==> src/rtl/alu_pkg.sv <==
// Shared definitions for the multicycle ALU: sel codes, FSM state type, iterative op select.
// States MUL/DIV exist only when ALU_MULDIV_EN is defined.
package alu_pkg;

  localparam logic [3:0] SEL_AND = 4'b0000;
  localparam logic [3:0] SEL_OR  = 4'b0001;
  localparam logic [3:0] SEL_ADD = 4'b0010;
  localparam logic [3:0] SEL_MUL = 4'b0011;
  localparam logic [3:0] SEL_DIV = 4'b0100;
  localparam logic [3:0] SEL_SUB = 4'b0110;
  localparam logic [3:0] SEL_SLT = 4'b0111;
  localparam logic [3:0] SEL_NOP = 4'b1000;

  localparam logic OP_MUL = 1'b0;
  localparam logic OP_DIV = 1'b1;

`ifdef ALU_MULDIV_EN
  typedef enum logic [1:0] {
    ST_IDLE = 2'd0,
    ST_DONE = 2'd1,
    ST_MUL  = 2'd2,
    ST_DIV  = 2'd3
  } state_e;
`else
  typedef enum logic [1:0] {
    ST_IDLE = 2'd0,
    ST_DONE = 2'd1
  } state_e;
`endif

endpackage

==> src/rtl/alu_muldiv_iter.sv <==
// Iterative shift-add multiplier / restoring divider, one bit per cycle for WIDTH cycles.
// Compiled only when ALU_MULDIV_EN is defined.
`ifdef ALU_MULDIV_EN
module alu_muldiv_iter
  import alu_pkg::*;
#(
  parameter int unsigned WIDTH = 32
) (
  input  logic             clk,
  input  logic             rst_n,
  input  logic             start,
  input  logic             op,
  input  logic [WIDTH-1:0] a,
  input  logic [WIDTH-1:0] b,
  output logic             busy,
  output logic             done_c,
  output logic [WIDTH-1:0] result_c
);

  localparam int unsigned CNT_W = $clog2(WIDTH + 1);

  // x: multiplicand / divisor, y: multiplier / dividend-then-quotient, acc: product / remainder
  logic [CNT_W-1:0] cnt_q;
  logic             op_q;
  logic [WIDTH-1:0] x_q, y_q, acc_q;
  logic [WIDTH-1:0] x_d, y_d, acc_d;
  logic [WIDTH:0]   rem_sh_c, diff_c;

  // One iteration step for the selected operation
  always_comb begin
    rem_sh_c = {acc_q, y_q[WIDTH-1]};
    diff_c   = rem_sh_c - {1'b0, x_q};
    x_d      = x_q;
    y_d      = y_q;
    acc_d    = acc_q;
    if (op_q == OP_DIV) begin
      acc_d = diff_c[WIDTH] ? rem_sh_c[WIDTH-1:0] : diff_c[WIDTH-1:0];
      y_d   = WIDTH'({y_q, ~diff_c[WIDTH]});
    end else begin
      acc_d = acc_q + (y_q[0] ? x_q : '0);
      x_d   = x_q << 1;
      y_d   = y_q >> 1;
    end
  end

  assign done_c   = busy && (cnt_q == CNT_W'(WIDTH - 1));
  assign result_c = (op_q == OP_DIV) ? y_d : acc_d;

  always_ff @(posedge clk or negedge rst_n) begin
    if (!rst_n) begin
      busy  <= 1'b0;
      cnt_q <= '0;
      op_q  <= OP_MUL;
      x_q   <= '0;
      y_q   <= '0;
      acc_q <= '0;
    end else if (start) begin
      busy  <= 1'b1;
      cnt_q <= '0;
      op_q  <= op;
      x_q   <= (op == OP_DIV) ? b : a;
      y_q   <= (op == OP_DIV) ? a : b;
      acc_q <= '0;
    end else if (busy) begin
      cnt_q <= cnt_q + CNT_W'(1);
      x_q   <= x_d;
      y_q   <= y_d;
      acc_q <= acc_d;
      if (done_c) busy <= 1'b0;
    end
  end

endmodule
`endif

==> src/rtl/alu_multicycle.sv <==
// Multicycle ALU: single-cycle logic/arith ops plus optional iterative MUL/DIV.
// Define ALU_MULDIV_EN to compile in the iterative multiply/divide datapath.
module alu_multicycle
  import alu_pkg::*;
#(
  parameter int unsigned WIDTH = 32
) (
  input  logic             clk,
  input  logic             rst_n,
  input  logic             start,
  input  logic [3:0]       sel,
  input  logic [WIDTH-1:0] a,
  input  logic [WIDTH-1:0] b,
  output logic [WIDTH-1:0] result,
  output logic             zero,
  output logic             busy,
  output logic             done,
  output logic             div_by_zero
);

  state_e           state_q, state_d;
  logic [WIDTH-1:0] single_c, result_d;
  logic             zero_d, busy_d, done_d, dbz_d, div0_c;

`ifdef ALU_MULDIV_EN
  logic             iter_start_c, iter_op_c, iter_busy, iter_done_c;
  logic [WIDTH-1:0] iter_result_c;

  alu_muldiv_iter #(.WIDTH(WIDTH)) u_iter (
    .clk      (clk),
    .rst_n    (rst_n),
    .start    (iter_start_c),
    .op       (iter_op_c),
    .a        (a),
    .b        (b),
    .busy     (iter_busy),
    .done_c   (iter_done_c),
    .result_c (iter_result_c)
  );

  assign div0_c = (sel == SEL_DIV) && (b == '0);
`else
  assign div0_c = 1'b0;
`endif

  // Single-cycle results; MUL/DIV reach here only when they finish in one cycle
  always_comb begin
    single_c = a + b;
    case (sel)
      SEL_AND: single_c = a & b;
      SEL_OR:  single_c = a | b;
      SEL_ADD: single_c = a + b;
      SEL_SUB: single_c = a - b;
      SEL_SLT: single_c = WIDTH'($signed(a) < $signed(b));
      SEL_MUL: single_c = '0;
      SEL_DIV: single_c = div0_c ? '1 : '0;
      SEL_NOP: single_c = '0;
      default: single_c = a + b;
    endcase
  end

  // Next-state and registered-output next values
  always_comb begin
    state_d  = state_q;
    result_d = result;
    dbz_d    = div_by_zero;
    done_d   = 1'b0;
`ifdef ALU_MULDIV_EN
    iter_start_c = 1'b0;
    iter_op_c    = OP_MUL;
`endif
    case (state_q)
      ST_IDLE, ST_DONE: begin
        state_d = ST_IDLE;
        if (start) begin
          state_d  = ST_DONE;
          result_d = single_c;
          dbz_d    = div0_c;
          done_d   = 1'b1;
`ifdef ALU_MULDIV_EN
          if (sel == SEL_MUL || (sel == SEL_DIV && !div0_c)) begin
            iter_start_c = 1'b1;
            iter_op_c    = (sel == SEL_DIV) ? OP_DIV : OP_MUL;
            state_d      = (sel == SEL_DIV) ? ST_DIV : ST_MUL;
            result_d     = result;
            dbz_d        = div_by_zero;
            done_d       = 1'b0;
          end
`endif
        end
      end
`ifdef ALU_MULDIV_EN
      ST_MUL, ST_DIV: begin
        if (iter_done_c) begin
          state_d  = ST_DONE;
          result_d = iter_result_c;
          dbz_d    = 1'b0;
          done_d   = 1'b1;
        end else if (!iter_busy) begin
          state_d = ST_IDLE;
        end
      end
`endif
      default: state_d = ST_IDLE;
    endcase
    zero_d = (result_d == '0);
`ifdef ALU_MULDIV_EN
    busy_d = (state_d == ST_MUL) || (state_d == ST_DIV);
`else
    busy_d = 1'b0;
`endif
  end

  always_ff @(posedge clk or negedge rst_n) begin
    if (!rst_n) state_q <= ST_IDLE;
    else        state_q <= state_d;
  end

  always_ff @(posedge clk or negedge rst_n) begin
    if (!rst_n) begin
      result      <= '0;
      zero        <= 1'b1;
      busy        <= 1'b0;
      done        <= 1'b0;
      div_by_zero <= 1'b0;
    end else begin
      result      <= result_d;
      zero        <= zero_d;
      busy        <= busy_d;
      done        <= done_d;
      div_by_zero <= dbz_d;
    end
  end

endmodule
==> config.mk <==
export PLATFORM = sky130hd
export DESIGN_NAME = alu_multicycle
export DESIGN_NICKNAME = d
export VERILOG_FILES = /design/src/rtl/alu_pkg.sv /design/src/rtl/alu_muldiv_iter.sv /design/src/rtl/alu_multicycle.sv
export SDC_FILE = /design/constraint.sdc
export NUM_CORES = 1
export LEC_CHECK = 0
export CAP_MARGIN = 25
export CORE_ASPECT_RATIO = 0.7
export CORE_MARGIN = 2
export CORE_UTILIZATION = 25
export DETAILED_ROUTE_END_ITERATION = 8
export PLACE_DENSITY = 0.53
export SLEW_MARGIN = 10
export SYNTH_ARGS = -nofsm -noshare
export SYNTH_HDL_FRONTEND = slang
export SYNTH_SLANG_ARGS = --single-unit
==> constraint.sdc <==
create_clock -name clk -period 2.35 [get_ports clk]
set_input_delay 0.5875 -clock clk [delete_from_list [all_inputs] [get_ports clk]]
set_output_delay 0.5875 -clock clk [all_outputs]
set_load 0.05 [all_outputs]
### Word level (Yosys, flattened, before mapping)

Index checks and enable logic that the tools add are counted.

| storage, ports and cells | value |
|---|---|
| output and inout bits | 36 |
| register bits | 36 |
| input bits | 71 |

| operators by class | value |
|---|---|
| $add $sub $neg | 2 |
| eq/ne operators | 7 |
| reduce and logical (&&, ||, !) cells | 5 |
| bitwise gates (word level) | 2 |
| magnitude comparators | 1 |
| multiplexer cells | 7 |

Operators with widths:

| cell | number |
|---|---|
| $pmux W32 S5 | 1 |
| $mux W32 | 2 |
| $add A32 B32 Y32 | 1 |
| $and A32 B32 Y32 | 1 |
| $logic_not A32 Y1 | 1 |
| $lt A32 B32 Y1 | 1 |
| $or A32 B32 Y32 | 1 |
| $sub A32 B32 Y32 | 1 |
| $eq A4 B3 Y1 const B | 3 |
| $eq A4 B1 Y1 const B | 1 |
| $eq A4 B2 Y1 const B | 1 |
| $eq A4 B4 Y1 const B | 1 |
| $logic_not A4 Y1 | 1 |
| $mux W1 | 3 |
| $reduce_or A3 Y1 | 1 |
| $eq A2 B1 Y1 const B | 1 |
| $logic_not A2 Y1 | 1 |
| $mux W2 | 1 |
| $reduce_or A2 Y1 | 1 |

### Depth between registers and ports, before layout

| depth | value |
|---|---|
| word-level depth | 6 |
| depth in mapped cells | 13 |
| gate-level depth less buffers | 13 |

### Worst setup path before layout

Ideal clock, no wire load.

| path | value |
|---|---|
| kind | input port to flip-flop |
| start | input a[0] |
| end | register zero |
| stages on the path | 12 |
| library setup time | 75 ps |
| setup slack | -1475 ps |
| data arrival time | 3749 ps |
| cell sequence | ha_1 > fa_1 > a21o_1 > a221oi_2 > o21ai_1 > a2111oi_0 > nor4b_1 > or4_1 > or4b_1 > nor4_1 > o211ai_1 > nor3_2 |

| between the ends | value |
|---|---|
| cells in the longest elaborated chain, start to end | 5 |
| elaborated cells on any way between the ends | 9 |

RTL lines:

| element | RTL line | source |
|---|---|---|
| start: declaration | alu_multicycle.sv:12 | `input logic [WIDTH-1:0] a,` |
| $add A32 B32 Y32, or another cell as far along | alu_multicycle.sv:52, alu_multicycle.sv:58 |  |
| $pmux W32 S5 (*) | alu_multicycle.sv:49 | `case (sel)` |
| $mux W32 (*) | alu_multicycle.sv:75 | `if (start) begin` |
| $mux W32 (*) | alu_multicycle.sv:72 | `case (state_q)` |
| $logic_not A32 Y1 (*) | alu_multicycle.sv:106 | `zero_d = (result_d == '0);` |
| named net zero_d | alu_multicycle.sv:23 | `logic zero_d, busy_d, done_d, dbz_d, div0_c;` |
| end signal: assignment | alu_multicycle.sv:128 | `zero <= zero_d;` |
| end: declaration | alu_multicycle.sv:15 | `output logic zero,` |

Mark *: on every way through the listed nets, which the timed path passes. The rest lies on a longest branch.

### Worst setup path after layout

| path | value |
|---|---|
| start | input a[0] |
| end | register zero |

| between the ends | value |
|---|---|
| cells in the longest elaborated chain, start to end | 5 |
| elaborated cells on any way between the ends | 9 |

RTL lines:

| element | RTL line | source |
|---|---|---|
| $add A32 B32 Y32 / $sub A32 B32 Y32 (equally long branches) | alu_multicycle.sv:52, alu_multicycle.sv:58, alu_multicycle.sv:53 |  |
| $pmux W32 S5 (*) | alu_multicycle.sv:49 |  |
| $mux W32 (*) | alu_multicycle.sv:75 |  |
| $mux W32 (*) | alu_multicycle.sv:72 |  |
| named net result_d[28] | alu_multicycle.sv:22 | `logic [WIDTH-1:0] single_c, result_d;` |
| $logic_not A32 Y1 (*) | alu_multicycle.sv:106 |  |
| named net zero_d | alu_multicycle.sv:23 |  |

Marked as above.

==> results.md <==
* Status: complete, but fails checks
* Violated checks: negative setup slack
* Largest net degree at the start of global routing at 35
* Die area at 0.02868 sq mm
* Period utilization at 156.9%
* Routed WL per cell at 19.10 um
* CP Class: in -> reg
* CTS tree: built
* Placed Area at 0.01157 sq mm
* Vias in the first global route at 9509
* Clock buffer depth at 2
* Fraction of registers with async set/reset at 100.0%
* Placed cells at 1766
* Worst r2r src: result[10]
* Critical path fanouts, max at 4
* Core Rows at 50
* Register area share after synthesis at 12.47%
* Antenna Nets Post-Route at 0
* Max Slew Vio Count at 0
* Grt total ovfl at 0
* Worst endpoint required time at 2.56 ns
* Detail Placement HPWL at 27.07 mm
* Pwr Density at 403.9 mW/mm^2
* Number of antenna diodes at 0
* Number of antenna violations at the first check in global routing at 0
* Port Buffers at 104
* Final hold vios at 0
* Unrepaired setup endpoints after global routing: true
* CTS Buf Count at 5
* Fillers at 2516
* Area growth, synth to finish at 106.6%
* Commonest non-fill, non-tap cell in the layout: buf_4
* H-tree levels at 2
* Synth Flop Type: dfrtp_1
* R2r setup slk at 0.06 ns
* YS warnings at 0
* Clk pin slew, worst setup/hold paths at 0.06 ns
* Post-route cell area at 0.01411 sq mm
* Crit path launch type: input port
* DR vias at 9809
* IO Pins at 107
* Final Power at 5.699 mW
* F_max at 271.3 MHz
* First-pass GRT wire length at 53.83 mm
* CTS Root Cell: clkbuf_16
* Drt via density at 5.271
* Gpl congestion at 0.9485
* Crit end category: register
* Drt pass-1 iters at 5
* Yosys reg bits at 34
* # DRC at 0
* Setup Viol. Count Final at 25
* Post-synth cell types at 84
* Post-Layout Cell Count at 1861
* Max VDD drop at 274.0 uV
* Die Width at 201.6 um
* EDFF count, synth at 0
* Starting Density at 25.51%
* Least-Margin Pin Slew at 0.6324 ns
* # clock sinks at 34
* Chip height at 142.3 um
* Mapped Area at 0.006830 sq mm
* Hold crit path type: in -> async
* Worst reg2reg endpoint: zero
* Leakage at 6.313 nW
* Number of DRC markers in iteration 0 at 846
* Commonest cells after routing, fill and taps aside: buf_4, nor2_1, buf_6
* Gr usage total at 23.77%
* Max-cap violation count at 0
* Nets at 1665
* Final Skew at 0.002779 ns
* DRT Wirelength at 35.54 mm
* Worst r2r path cells at 7
* Core ar. at 0.02678 sq mm
* Worst-Skew Late Latency at 0.28 ns
* Post-layout minimum cycle time at 3.687 ns
* Max-slew headroom at 57.58%
* CP arrival at 3.90 ns
* Setup slack at placement at -2.525 ns
* Proportion of layout cells with a drive suffix above 1 at 55.71%
* Syn Inst Count at 966
* Setup ws final at -1.337 ns
* Synth Area per Inst at 7.071 sq um
## synth_stat cells, drive strengths merged, types with 23 or more instances
master  number  area share [%]
a21oi       73             5.3
inv        100             5.5
nor3        33             2.5
buf         24             2.0
o21ai       61             4.5
o211ai      23             2.6
ha          96              18
clkbuf      34             1.9
nor2       100             5.5
dfrtp       33              12
nand3       25             1.9
nand2       69             4.0
a211oi      25             2.7
## worst max-delay path, cell delays in order
cell and delay, ns:
buf_8 0.10, ha_4 0.15, fa_2 0.36, a21o_4 0.24, a221o_1 0.39, buf_4 0.18
a211oi_4 0.35, o31ai_4 0.13, a31oi_2 0.27, o21ai_0 0.13, o221a_2 0.28, or4_4 0.54
nor3_2 0.18
## what timing repair did
action                                  4_1_cts  5_1_grt
hold buffers                                  0        0
endpoints found under the setup margin       32       29
gates resized for setup                     380      187
pin swaps                                   115      108
setup buffers                                72       37
gates cloned                                  0        0
hold endpoints to repair                      0        0
## power breakdown
group / switching, mW / internal [mW]
sequential: 0.119 / 0.687
clock: 0.288 / 0.611
combinational: 2.10 / 1.89
total: 2.51 / 3.19
## cell type report
type	instances	area (sq um)	area share (%)
multi-input combinational	775	7234	51.27
clock buffer	5	125.1	0.8867
sequential	34	852.1	6.038
tap	364	455.4	3.228
clock inverter	3	68.82	0.4877
inverter	100	466.7	3.307
timing repair buffer	580	4908	34.78
## registers in the layout (all words and copies together), names as in the netlist
| name | flops |
|---|---|
| done | 1 |
| result | 32 |
| zero | 1 |
## metrics by stage
step,setup TNS [ns],utilization (%),hold slack [ns]
floorplan,-6.693,-,0.2919
global placement,-37.76,43.23,0.5538
detailed placement,-38.75,43.23,0.5193
CTS,-13.43,49.79,0.3747
global route,-13.93,52.70,0.3888
finish,-12.56,52.70,0.3508
## per-layer routing
metal	share of wire, %	track usage (%)	vias to the layer above
li1	-	-	4622
met1	47	36.08	4709
met2	42	35.15	424
met3	8.1	3.571	54
met4	2.0	4.721	0
met5	0	0	-
## cell families (layout without fill, tap and decap cells)
group / count (synthesis) / count (layout) / share of synthesized area [%]
muxes: 9 / 9 / 1.356
and+or+nand+nor: 323 / 323 / 23.58
DFF: 34 / 34 / 12.47
adders and majority gates: 98 / 98 / 18.17
xor gates and xnor gates: 7 / 7 / 0.8976
other: 1 / 2 / 0.05490
AOI/OAI and AO/OA: 336 / 336 / 34.09
buffers and inverters: 158 / 688 / 9.379
## how the worst max path moves through the flow
stage          start  endpoint
4_1_cts        b[11]      zero
2_1_floorplan   a[0]      zero
3_5_place_dp    b[0]      zero
6_report        a[0]      zero
5_1_grt         a[0]      zero
3_3_place_gp    b[0]      zero
No activity file was read; power rests on OpenSTA's default activity.
